[config.mk]
export PLATFORM = sky130hd
export DESIGN_NAME = mio_bus_arbiter_flat
export DESIGN_NICKNAME = d
export VERILOG_FILES = /design/src/rtl/mio_bus_arbiter_if.sv /design/src/rtl/mio_bus_arbiter.sv /design/src/flat_wrapper.sv
export SDC_FILE = /design/constraint.sdc
export NUM_CORES = 1
export LEC_CHECK = 0
export ABC_AREA = 1
export BUFFER_PORTS_ARGS = -buffer_cell sky130_fd_sc_hd__clkbuf_2
export CAP_MARGIN = 20
export CORE_ASPECT_RATIO = 1.25
export CORE_UTILIZATION = 43
export DETAILED_ROUTE_END_ITERATION = 10
export GPL_ROUTABILITY_DRIVEN = 1
export PLACE_DENSITY_LB_ADDON = 0.1
export RECOVER_POWER = 50
export SYNTH_ARGS = -nofsm -noshare
export SYNTH_HDL_FRONTEND = slang
export SYNTH_SLANG_ARGS = --single-unit
[constraint.sdc]
create_clock -name clk -period 4.6 [get_ports clk]
set_input_delay 0.46 -clock clk [delete_from_list [all_inputs] [get_ports clk]]
set_output_delay 0.46 -clock clk [all_outputs]
set_load 0.02 [all_outputs]
[src/rtl/mio_bus_arbiter_if.sv]
`timescale 1ns/1ps
// Bus bundle for mio_bus_arbiter: both master ports, the shared slave port and the grant vector.
interface mio_bus_arbiter_if;
  logic        m0_req;
  logic        m0_we;
  logic [31:0] m0_addr;
  logic [31:0] m0_wdata;
  logic [31:0] m0_rdata;
  logic        m0_ready;
  logic        m0_err;

  logic        m1_req;
  logic        m1_we;
  logic [31:0] m1_addr;
  logic [31:0] m1_wdata;
  logic [31:0] m1_rdata;
  logic        m1_ready;
  logic        m1_err;

  logic        s_req;
  logic        s_we;
  logic [31:0] s_addr;
  logic [31:0] s_wdata;
  logic [31:0] s_rdata;
  logic        s_ack;

  logic [1:0]  grant;

  // slave is the arbiter's own view; master is the view of the requesters and the memory.
  modport slave (
    input  m0_req, m0_we, m0_addr, m0_wdata,
    output m0_rdata, m0_ready, m0_err,
    input  m1_req, m1_we, m1_addr, m1_wdata,
    output m1_rdata, m1_ready, m1_err,
    output s_req, s_we, s_addr, s_wdata,
    input  s_rdata, s_ack,
    output grant
  );

  modport master (
    output m0_req, m0_we, m0_addr, m0_wdata,
    input  m0_rdata, m0_ready, m0_err,
    output m1_req, m1_we, m1_addr, m1_wdata,
    input  m1_rdata, m1_ready, m1_err,
    input  s_req, s_we, s_addr, s_wdata,
    output s_rdata, s_ack,
    input  grant
  );
endinterface

[src/rtl/mio_bus_arbiter.sv]
`timescale 1ns/1ps
// Two-master round-robin arbiter for the shared memory/IO bus. Each request is latched,
// forwarded to the slave, and completed with a one-cycle ready pulse; a watchdog aborts stuck accesses.
module mio_bus_arbiter #(
  parameter int unsigned TIMEOUT  = 16,
  parameter logic [31:0] ERR_DATA = 32'h0000_0000
) (
  input logic              clk,
  input logic              reset,
  mio_bus_arbiter_if.slave bus
);
  localparam int unsigned WDW = (TIMEOUT > 31) ? $clog2(TIMEOUT + 1) : 5;

  typedef enum logic [1:0] {IDLE, ACCESS, DONE} state_t;

  state_t          state_q, state_d;
  logic            owner_q, owner_d;
  logic            last_q, last_d;
  logic            we_q, we_d;
  logic [31:0]     addr_q, addr_d;
  logic [31:0]     wdata_q, wdata_d;
  logic [WDW-1:0]  wd_q, wd_d;
  logic            s_req_q, s_req_d;
  logic [1:0]      grant_q, grant_d;
  logic [1:0][31:0] rdata_q, rdata_d;
  logic [1:0]      err_q, err_d;
  logic [1:0]      ready_q, ready_d;

  logic            pick;
  logic            timeout_hit;
  logic            finish;

  // On a tie the master that was not served last wins; otherwise whoever is asking.
  assign pick        = (bus.m0_req && bus.m1_req) ? ~last_q : bus.m1_req;
  assign timeout_hit = (TIMEOUT != 0) && (wd_q == WDW'(TIMEOUT - 1));
  assign finish      = bus.s_ack || timeout_hit;

  always_comb begin
    state_d = state_q;
    owner_d = owner_q;
    last_d  = last_q;
    we_d    = we_q;
    addr_d  = addr_q;
    wdata_d = wdata_q;
    wd_d    = wd_q;
    s_req_d = s_req_q;
    grant_d = grant_q;
    rdata_d = rdata_q;
    err_d   = err_q;
    ready_d = '0;

    unique case (state_q)
      IDLE: begin
        if (bus.m0_req || bus.m1_req) begin
          owner_d = pick;
          we_d    = pick ? bus.m1_we    : bus.m0_we;
          addr_d  = pick ? bus.m1_addr  : bus.m0_addr;
          wdata_d = pick ? bus.m1_wdata : bus.m0_wdata;
          wd_d    = '0;
          s_req_d = 1'b1;
          grant_d = pick ? 2'b10 : 2'b01;
          state_d = ACCESS;
        end
      end
      ACCESS: begin
        if (wd_q != '1) wd_d = wd_q + WDW'(1);
        // An ack on the expiry edge still counts as a clean completion.
        if (finish) begin
          rdata_d[owner_q] = bus.s_ack ? bus.s_rdata : ERR_DATA;
          err_d[owner_q]   = ~bus.s_ack;
          ready_d[owner_q] = 1'b1;
          last_d           = owner_q;
          s_req_d          = 1'b0;
          state_d          = DONE;
        end
      end
      DONE: begin
        grant_d = '0;
        state_d = IDLE;
      end
      default: begin
        grant_d = '0;
        s_req_d = 1'b0;
        state_d = IDLE;
      end
    endcase
  end

  always_ff @(posedge clk or posedge reset) begin
    if (reset) begin
      state_q <= IDLE;
      owner_q <= 1'b0;
      last_q  <= 1'b1;
      we_q    <= 1'b0;
      addr_q  <= '0;
      wdata_q <= '0;
      wd_q    <= '0;
      s_req_q <= 1'b0;
      grant_q <= '0;
      rdata_q <= '0;
      err_q   <= '0;
      ready_q <= '0;
    end else begin
      state_q <= state_d;
      owner_q <= owner_d;
      last_q  <= last_d;
      we_q    <= we_d;
      addr_q  <= addr_d;
      wdata_q <= wdata_d;
      wd_q    <= wd_d;
      s_req_q <= s_req_d;
      grant_q <= grant_d;
      rdata_q <= rdata_d;
      err_q   <= err_d;
      ready_q <= ready_d;
    end
  end

  assign bus.s_req    = s_req_q;
  assign bus.s_we     = s_req_q & we_q;
  assign bus.s_addr   = s_req_q ? addr_q  : '0;
  assign bus.s_wdata  = s_req_q ? wdata_q : '0;
  assign bus.grant    = grant_q;
  assign bus.m0_rdata = rdata_q[0];
  assign bus.m0_err   = err_q[0];
  assign bus.m0_ready = ready_q[0];
  assign bus.m1_rdata = rdata_q[1];
  assign bus.m1_err   = err_q[1];
  assign bus.m1_ready = ready_q[1];
endmodule

[src/flat_wrapper.sv]
// flat-port wrapper written by rule: the top's interface ports become plain ports
module mio_bus_arbiter_flat 
#(
  parameter int unsigned TIMEOUT  = 16,
  parameter logic [31:0] ERR_DATA = 32'h0000_0000
)
  (clk, reset, bus_m0_req, bus_m0_we, bus_m0_addr, bus_m0_wdata, bus_m0_rdata, bus_m0_ready, bus_m0_err, bus_m1_req, bus_m1_we, bus_m1_addr, bus_m1_wdata, bus_m1_rdata, bus_m1_ready, bus_m1_err, bus_s_req, bus_s_we, bus_s_addr, bus_s_wdata, bus_s_rdata, bus_s_ack, bus_grant);
  mio_bus_arbiter_if bus_i ();
  input logic clk;
  input logic reset;
  input wire logic [$bits(bus_i.m0_req)-1:0] bus_m0_req;
  input wire logic [$bits(bus_i.m0_we)-1:0] bus_m0_we;
  input wire logic [$bits(bus_i.m0_addr)-1:0] bus_m0_addr;
  input wire logic [$bits(bus_i.m0_wdata)-1:0] bus_m0_wdata;
  output wire logic [$bits(bus_i.m0_rdata)-1:0] bus_m0_rdata;
  output wire logic [$bits(bus_i.m0_ready)-1:0] bus_m0_ready;
  output wire logic [$bits(bus_i.m0_err)-1:0] bus_m0_err;
  input wire logic [$bits(bus_i.m1_req)-1:0] bus_m1_req;
  input wire logic [$bits(bus_i.m1_we)-1:0] bus_m1_we;
  input wire logic [$bits(bus_i.m1_addr)-1:0] bus_m1_addr;
  input wire logic [$bits(bus_i.m1_wdata)-1:0] bus_m1_wdata;
  output wire logic [$bits(bus_i.m1_rdata)-1:0] bus_m1_rdata;
  output wire logic [$bits(bus_i.m1_ready)-1:0] bus_m1_ready;
  output wire logic [$bits(bus_i.m1_err)-1:0] bus_m1_err;
  output wire logic [$bits(bus_i.s_req)-1:0] bus_s_req;
  output wire logic [$bits(bus_i.s_we)-1:0] bus_s_we;
  output wire logic [$bits(bus_i.s_addr)-1:0] bus_s_addr;
  output wire logic [$bits(bus_i.s_wdata)-1:0] bus_s_wdata;
  input wire logic [$bits(bus_i.s_rdata)-1:0] bus_s_rdata;
  input wire logic [$bits(bus_i.s_ack)-1:0] bus_s_ack;
  output wire logic [$bits(bus_i.grant)-1:0] bus_grant;
  assign bus_i.m0_req = bus_m0_req;
  assign bus_i.m0_we = bus_m0_we;
  assign bus_i.m0_addr = bus_m0_addr;
  assign bus_i.m0_wdata = bus_m0_wdata;
  assign bus_m0_rdata = bus_i.m0_rdata;
  assign bus_m0_ready = bus_i.m0_ready;
  assign bus_m0_err = bus_i.m0_err;
  assign bus_i.m1_req = bus_m1_req;
  assign bus_i.m1_we = bus_m1_we;
  assign bus_i.m1_addr = bus_m1_addr;
  assign bus_i.m1_wdata = bus_m1_wdata;
  assign bus_m1_rdata = bus_i.m1_rdata;
  assign bus_m1_ready = bus_i.m1_ready;
  assign bus_m1_err = bus_i.m1_err;
  assign bus_s_req = bus_i.s_req;
  assign bus_s_we = bus_i.s_we;
  assign bus_s_addr = bus_i.s_addr;
  assign bus_s_wdata = bus_i.s_wdata;
  assign bus_i.s_rdata = bus_s_rdata;
  assign bus_i.s_ack = bus_s_ack;
  assign bus_grant = bus_i.grant;
  mio_bus_arbiter #(.TIMEOUT(TIMEOUT), .ERR_DATA(ERR_DATA)) u_core (.clk(clk), .reset(reset), .bus(bus_i));
endmodule
Word-level counts from Yosys, hierarchy flattened
Cells that the tools add are included.
{"block": "word_totals", "register_bits": 145, "latch_bits": 0, "ramBits": 0, "rom_bits": 0, "mem_count": 0}
{"block": "op_classes", "add_sub_neg": 1, "multipliers": 0, "div_mod_pow": 0, "magnitude_cmp": 2, "n_eq_ne": 7, "shifts": 0, "mux": 27, "n_bitwise": 5, "n_reduce_logical": 12}
{"operator": "$mux 32", "n": 6}
{"operator": "$bwmux 64", "n": 1}
{"operator": "$demux 32 s1", "n": 1}
{"operator": "$mux 2", "n": 6}
{"operator": "$mux 5", "n": 2}
{"operator": "$pmux 5 s2", "n": 1}
{"operator": "$pmux 2 s2", "n": 2}
{"operator": "$reduce_and 2->1", "n": 4}
{"operator": "$ne 2x1->1 const B", "n": 3}
{"operator": "$reduce_and 3->1", "n": 2}
{"operator": "$add 5x1->5 const B", "n": 1}
{"operator": "$eq 5x4->1 const B", "n": 1}
{"operator": "$mux 1", "n": 5}
{"operator": "$ne 5x5->1 const B", "n": 1}
{"operator": "$not 1->1", "n": 4}
{"operator": "$pmux 1 s3", "n": 1}
{"operator": "$bwmux 2", "n": 1}
{"operator": "$eq 2x1->1 const B", "n": 1}
{"operator": "$eq 2x2->1 const B", "n": 1}
{"operator": "$logic_and 1x1->1", "n": 2}
{"operator": "$logic_not 2->1", "n": 1}
{"operator": "$logic_or 1x1->1", "n": 2}
{"operator": "$lt 1x2->1 const B", "n": 1}
{"operator": "$reduce_bool 2->1", "n": 1}
{"operator": "3 further kinds", "n": 3}

Logic depth before layout (Yosys ltp)
{"block": "depth", "ltp_word": 6, "ltp_mapped": 11, "ltp_nobuf": 10}

Worst setup path before layout
OpenSTA, ideal clock, no wires.
{"block": "synth_timing", "path_kind": "register to output", "start": "register u_core.s_req_q (netlist: u_core.bus.s_req)", "end": "output port bus_s_addr[10]", "arrival_time_ns": 1.261, "path_slack_ns": 2.879, "path_stages_with_launch": 5, "path_buffers": 2, "path_cell_list": "dfrtp_1 > clkbuf_1 > buf_1 > nand2_1 > inv_1"}
{"block": "synth_via", "elab_chain_cells": 1}
{"element": "from (decl)", "line": "mio_bus_arbiter.sv:23", "rtl": "logic s_req_q, s_req_d;"}
{"element": "from (signal assigned)", "line": "mio_bus_arbiter.sv:111", "rtl": "s_req_q <= s_req_d;"}
{"element": "$mux 32", "line": "mio_bus_arbiter.sv:121", "rtl": "assign bus.s_addr = s_req_q ? addr_q : '0;"}
{"element": "to (decl)", "line": "flat_wrapper.sv:27", "rtl": "output wire logic [$bits(bus_i.s_addr)-1:0] bus_s_addr;"}
No other way between the ends.

==> results.tsv <==
metric	value	unit
Final min period	2.58	ns
Worst Max-Slew Pin Slew	3.06	ns
WL/cell	15.4	µm
die width	115	µm
CP max-delay cell	clkinvlp_2	
post-placement setup slack	2.15	ns
hold depth	3	
Hold Path End	u_core.addr_q[10]$_DFFE_PP0P_	
Max Cap Viol	1	
Synth Net Count	1005	
final setup margin	2.02	ns
maximum clock rate	388	MHz
failing checks	capacitance limit, slew limit	
Startpoint Class	input port	
R2R depth	9	
Placed Area	8350	µm²
post-synthesis compound-gate area fraction	5.99	%
Synth Area in XOR/XNOR	0	%
area grow syn2layout	29.7	%
Post-Synth Adder-Cell Area	0.548	%
router iterations before antenna repair	5	
routability cong.	0.785	
Rel. slew slack	-105	%
multiplexer share of the synthesized area	0	%
TritonCTS Buffers	17	
FF+latch count, synth	145	
io pins	303	
worst r2r src	u_core.wd_q[0]$_DFFE_PP0P_	
Final Cycle Share	56.0	%
Clock Latency Late Sink	0.42	ns
unrepaired setup endpoints after global routing	false	
Die Ht	143	µm
Slew Limit Fails	65	
leakage	4.91	nW
first-pass GRT wire length	31700	µm
critical path depth	3	
Critical Path, Cell by Cell	clkbuf_1 > clkinvlp_2 > buf_4	
Hold Fails Final Rpt	0	
vias post-DR	6719	
largest net degree at the start of global routing	68	
Initial DRC Count	432	
Pwr Density	734	nW/µm²
core area	15600	µm²
Detailed Place HPWL	13200	µm
final setup violation count	0	
Setup Total Neg Slack	0	ns
Reg-to-Reg End	u_core.bus.m0_rdata[21]$_DFFE_PP0P_	
fillcell total	1584	
syn avg cell area	8.20	µm²
Hold Crit Class	input port to flip-flop	
PortBufs	302	
CP required	5.09	ns
row count	51	
Max Clock Skew	0.00572	ns
DRC Markers	0	
Layout Nets	1267	
final WL	20400	µm
Netlist Area Pre-Place	6850	µm²
Final Instance Area	8880	µm²
post-CTS setup repair buffer count	0	
most common cell after layout, fill and taps aside	nand2_1	
Root Buffer	clkbuf_16	
crit path DAT	3.07	ns
delay-heaviest family, CP	buffers and inverters	
cts repair resizes	0	
simple-gate share of the synthesized area	30.8	%
critical hold path startpoint	bus_m0_addr[10]	
crit-path max cell delay	1.70	ns
FF/Latch Area	3630	µm²
initial cell density of the core	44.0	%
most frequent cells in the layout	nand2_1 (251), clkbuf_2 (234), dfrtp_1 (143)	
area occupied by multi-input gates	2570	µm²
CTS tree	done	
Synth Instances	835	
CTS sink cnt	145	
vias per cell	5.08	
run status	finished with violations	
layout cells sized above 1	26.4	%
gr usage total	25.0	%
clock buffer depth	2	
Worst VDD drop	0.345	mV
Distinct cells, synth	24	
total of warnings raised by yosys	0	
R2R setup slack	2.40	ns
die area	16400	µm²
CTS hold repair buffers	0	
WP buf/inv	3	
initial antenna violation count	0	
crit path max fanout	64	
CP Capture Type	asynchronous set/reset pin	
crit path kind	input port to asynchronous set/reset pin	
H-tree levels	4	
vias in the first global route	6276	
Congestion Overflow GR	0	
largest family of logic cells by synthesized area	simple AND/OR/NAND/NOR gates	
Worst-path clk slew	0.06	ns
register area share after synthesis	53.0	%
Final ANT Viol Nets	0	
power breakdown:
part           leakage, nW  total (mW)  internal [mW]  switching (mW)
registers             1.84        2.20           1.84           0.360
logic                 2.77        2.85          0.852            1.99
clock network        0.303        1.47          0.921           0.548
total                 4.91        6.51           3.61            2.90
cell type report:
type                            instances  area share (%)
Timing Repair Buffer                  311            16.8
Antenna cell                            1          0.0282
Clock buffer                           18            4.95
Sequential cell                       145            40.9
Inverter                               79            3.35
Multi-Input combinational cell        543            28.9
Clock inverter                         13            2.09
Tap cell                              212            2.99
synthesized netlist by cell type, drive strengths merged:
cell,n,area (µm²)
buf,42,268
nand4,65,407
clkbuf,26,98.8
nand3,132,661
nand3b,1,7.51
dfrtp,144,3600
nor2,10,55.1
nand2,256,978
dfstp,1,26.3
ha,3,37.5
o21ai,75,405
a21oi,1,5.00
inv,79,297
state kept, by name, summed over array words and instances, names as in the netlist:
signal / cells
u_core.addr_q: 32
u_core.bus.m0_rdata: 32
u_core.bus.m1_rdata: 32
u_core.wdata_q: 32
u_core.wd_q: 5
u_core.bus.grant: 2
u_core.err_q: 2
u_core.ready_q: 2
u_core.state_q: 2
u_core.bus.s_req: 1
u_core.last_q: 1
u_core.owner_q: 1
u_core.we_q: 1
through the flow:
| stage | hold slack, ns | std cells | power [mW] | util, % |
|---|---|---|---|---|
| after floorplan | 0.465 | 835 | 4.19 | - |
| after global placement | 0.465 | 1290 | 5.10 | 53.6 |
| after detailed placement | 0.472 | 1290 | 5.14 | 53.6 |
| after CTS | 0.144 | 1321 | 6.64 | 57.6 |
| after global routing | 0.277 | 1321 | 6.99 | 57.0 |
| final | 0.277 | 1322 | 6.51 | 57.0 |
worst max path at each step:
stage	from	end	slack, ns
2_1_floorplan	reset	u_core.addr_q[0]$_DFFE_PP0P_	0.25
3_3_place_gp	bus_m1_req	u_core.addr_q[26]$_DFFE_PP0P_	2.20
3_5_place_dp	bus_m1_req	u_core.wdata_q[31]$_DFFE_PP0P_	2.15
4_1_cts	u_core.bus.s_req$_DFFE_PP0P_	bus_s_addr[14]	2.00
5_1_grt	reset	u_core.err_q[1]$_DFFE_PP0P_	1.49
6_report	reset	u_core.err_q[1]$_DFFE_PP0P_	2.02
cell families (layout without fill, tap and decap cells):
kind of cell | count (synthesis) | in the layout
buf+inv | 147 | 421
fa+ha+maj | 3 | 3
compound gates | 76 | 76
flops | 145 | 145
simple gates | 464 | 464
other cells | 0 | 1
worst reg2reg max path: stages, from the launching register on:
cell     delay, ns
dfrtp_1       0.40
ha_1          0.22
nand2_1       0.09
nor2_1        0.06
ha_1          0.19
nor2_1        0.25
nor2_4        0.11
nand2_4       0.51
nand2_1       0.16
o21ai_1       0.12
metal layers:
metal / wire [µm] / global-route usage, %
met5: 0 / 0
met4: 546 / 11.0
met3: 1500 / 6.28
met2: 9890 / 39.7
met1: 8470 / 32.3
Power figures use the tool's default switching activity.
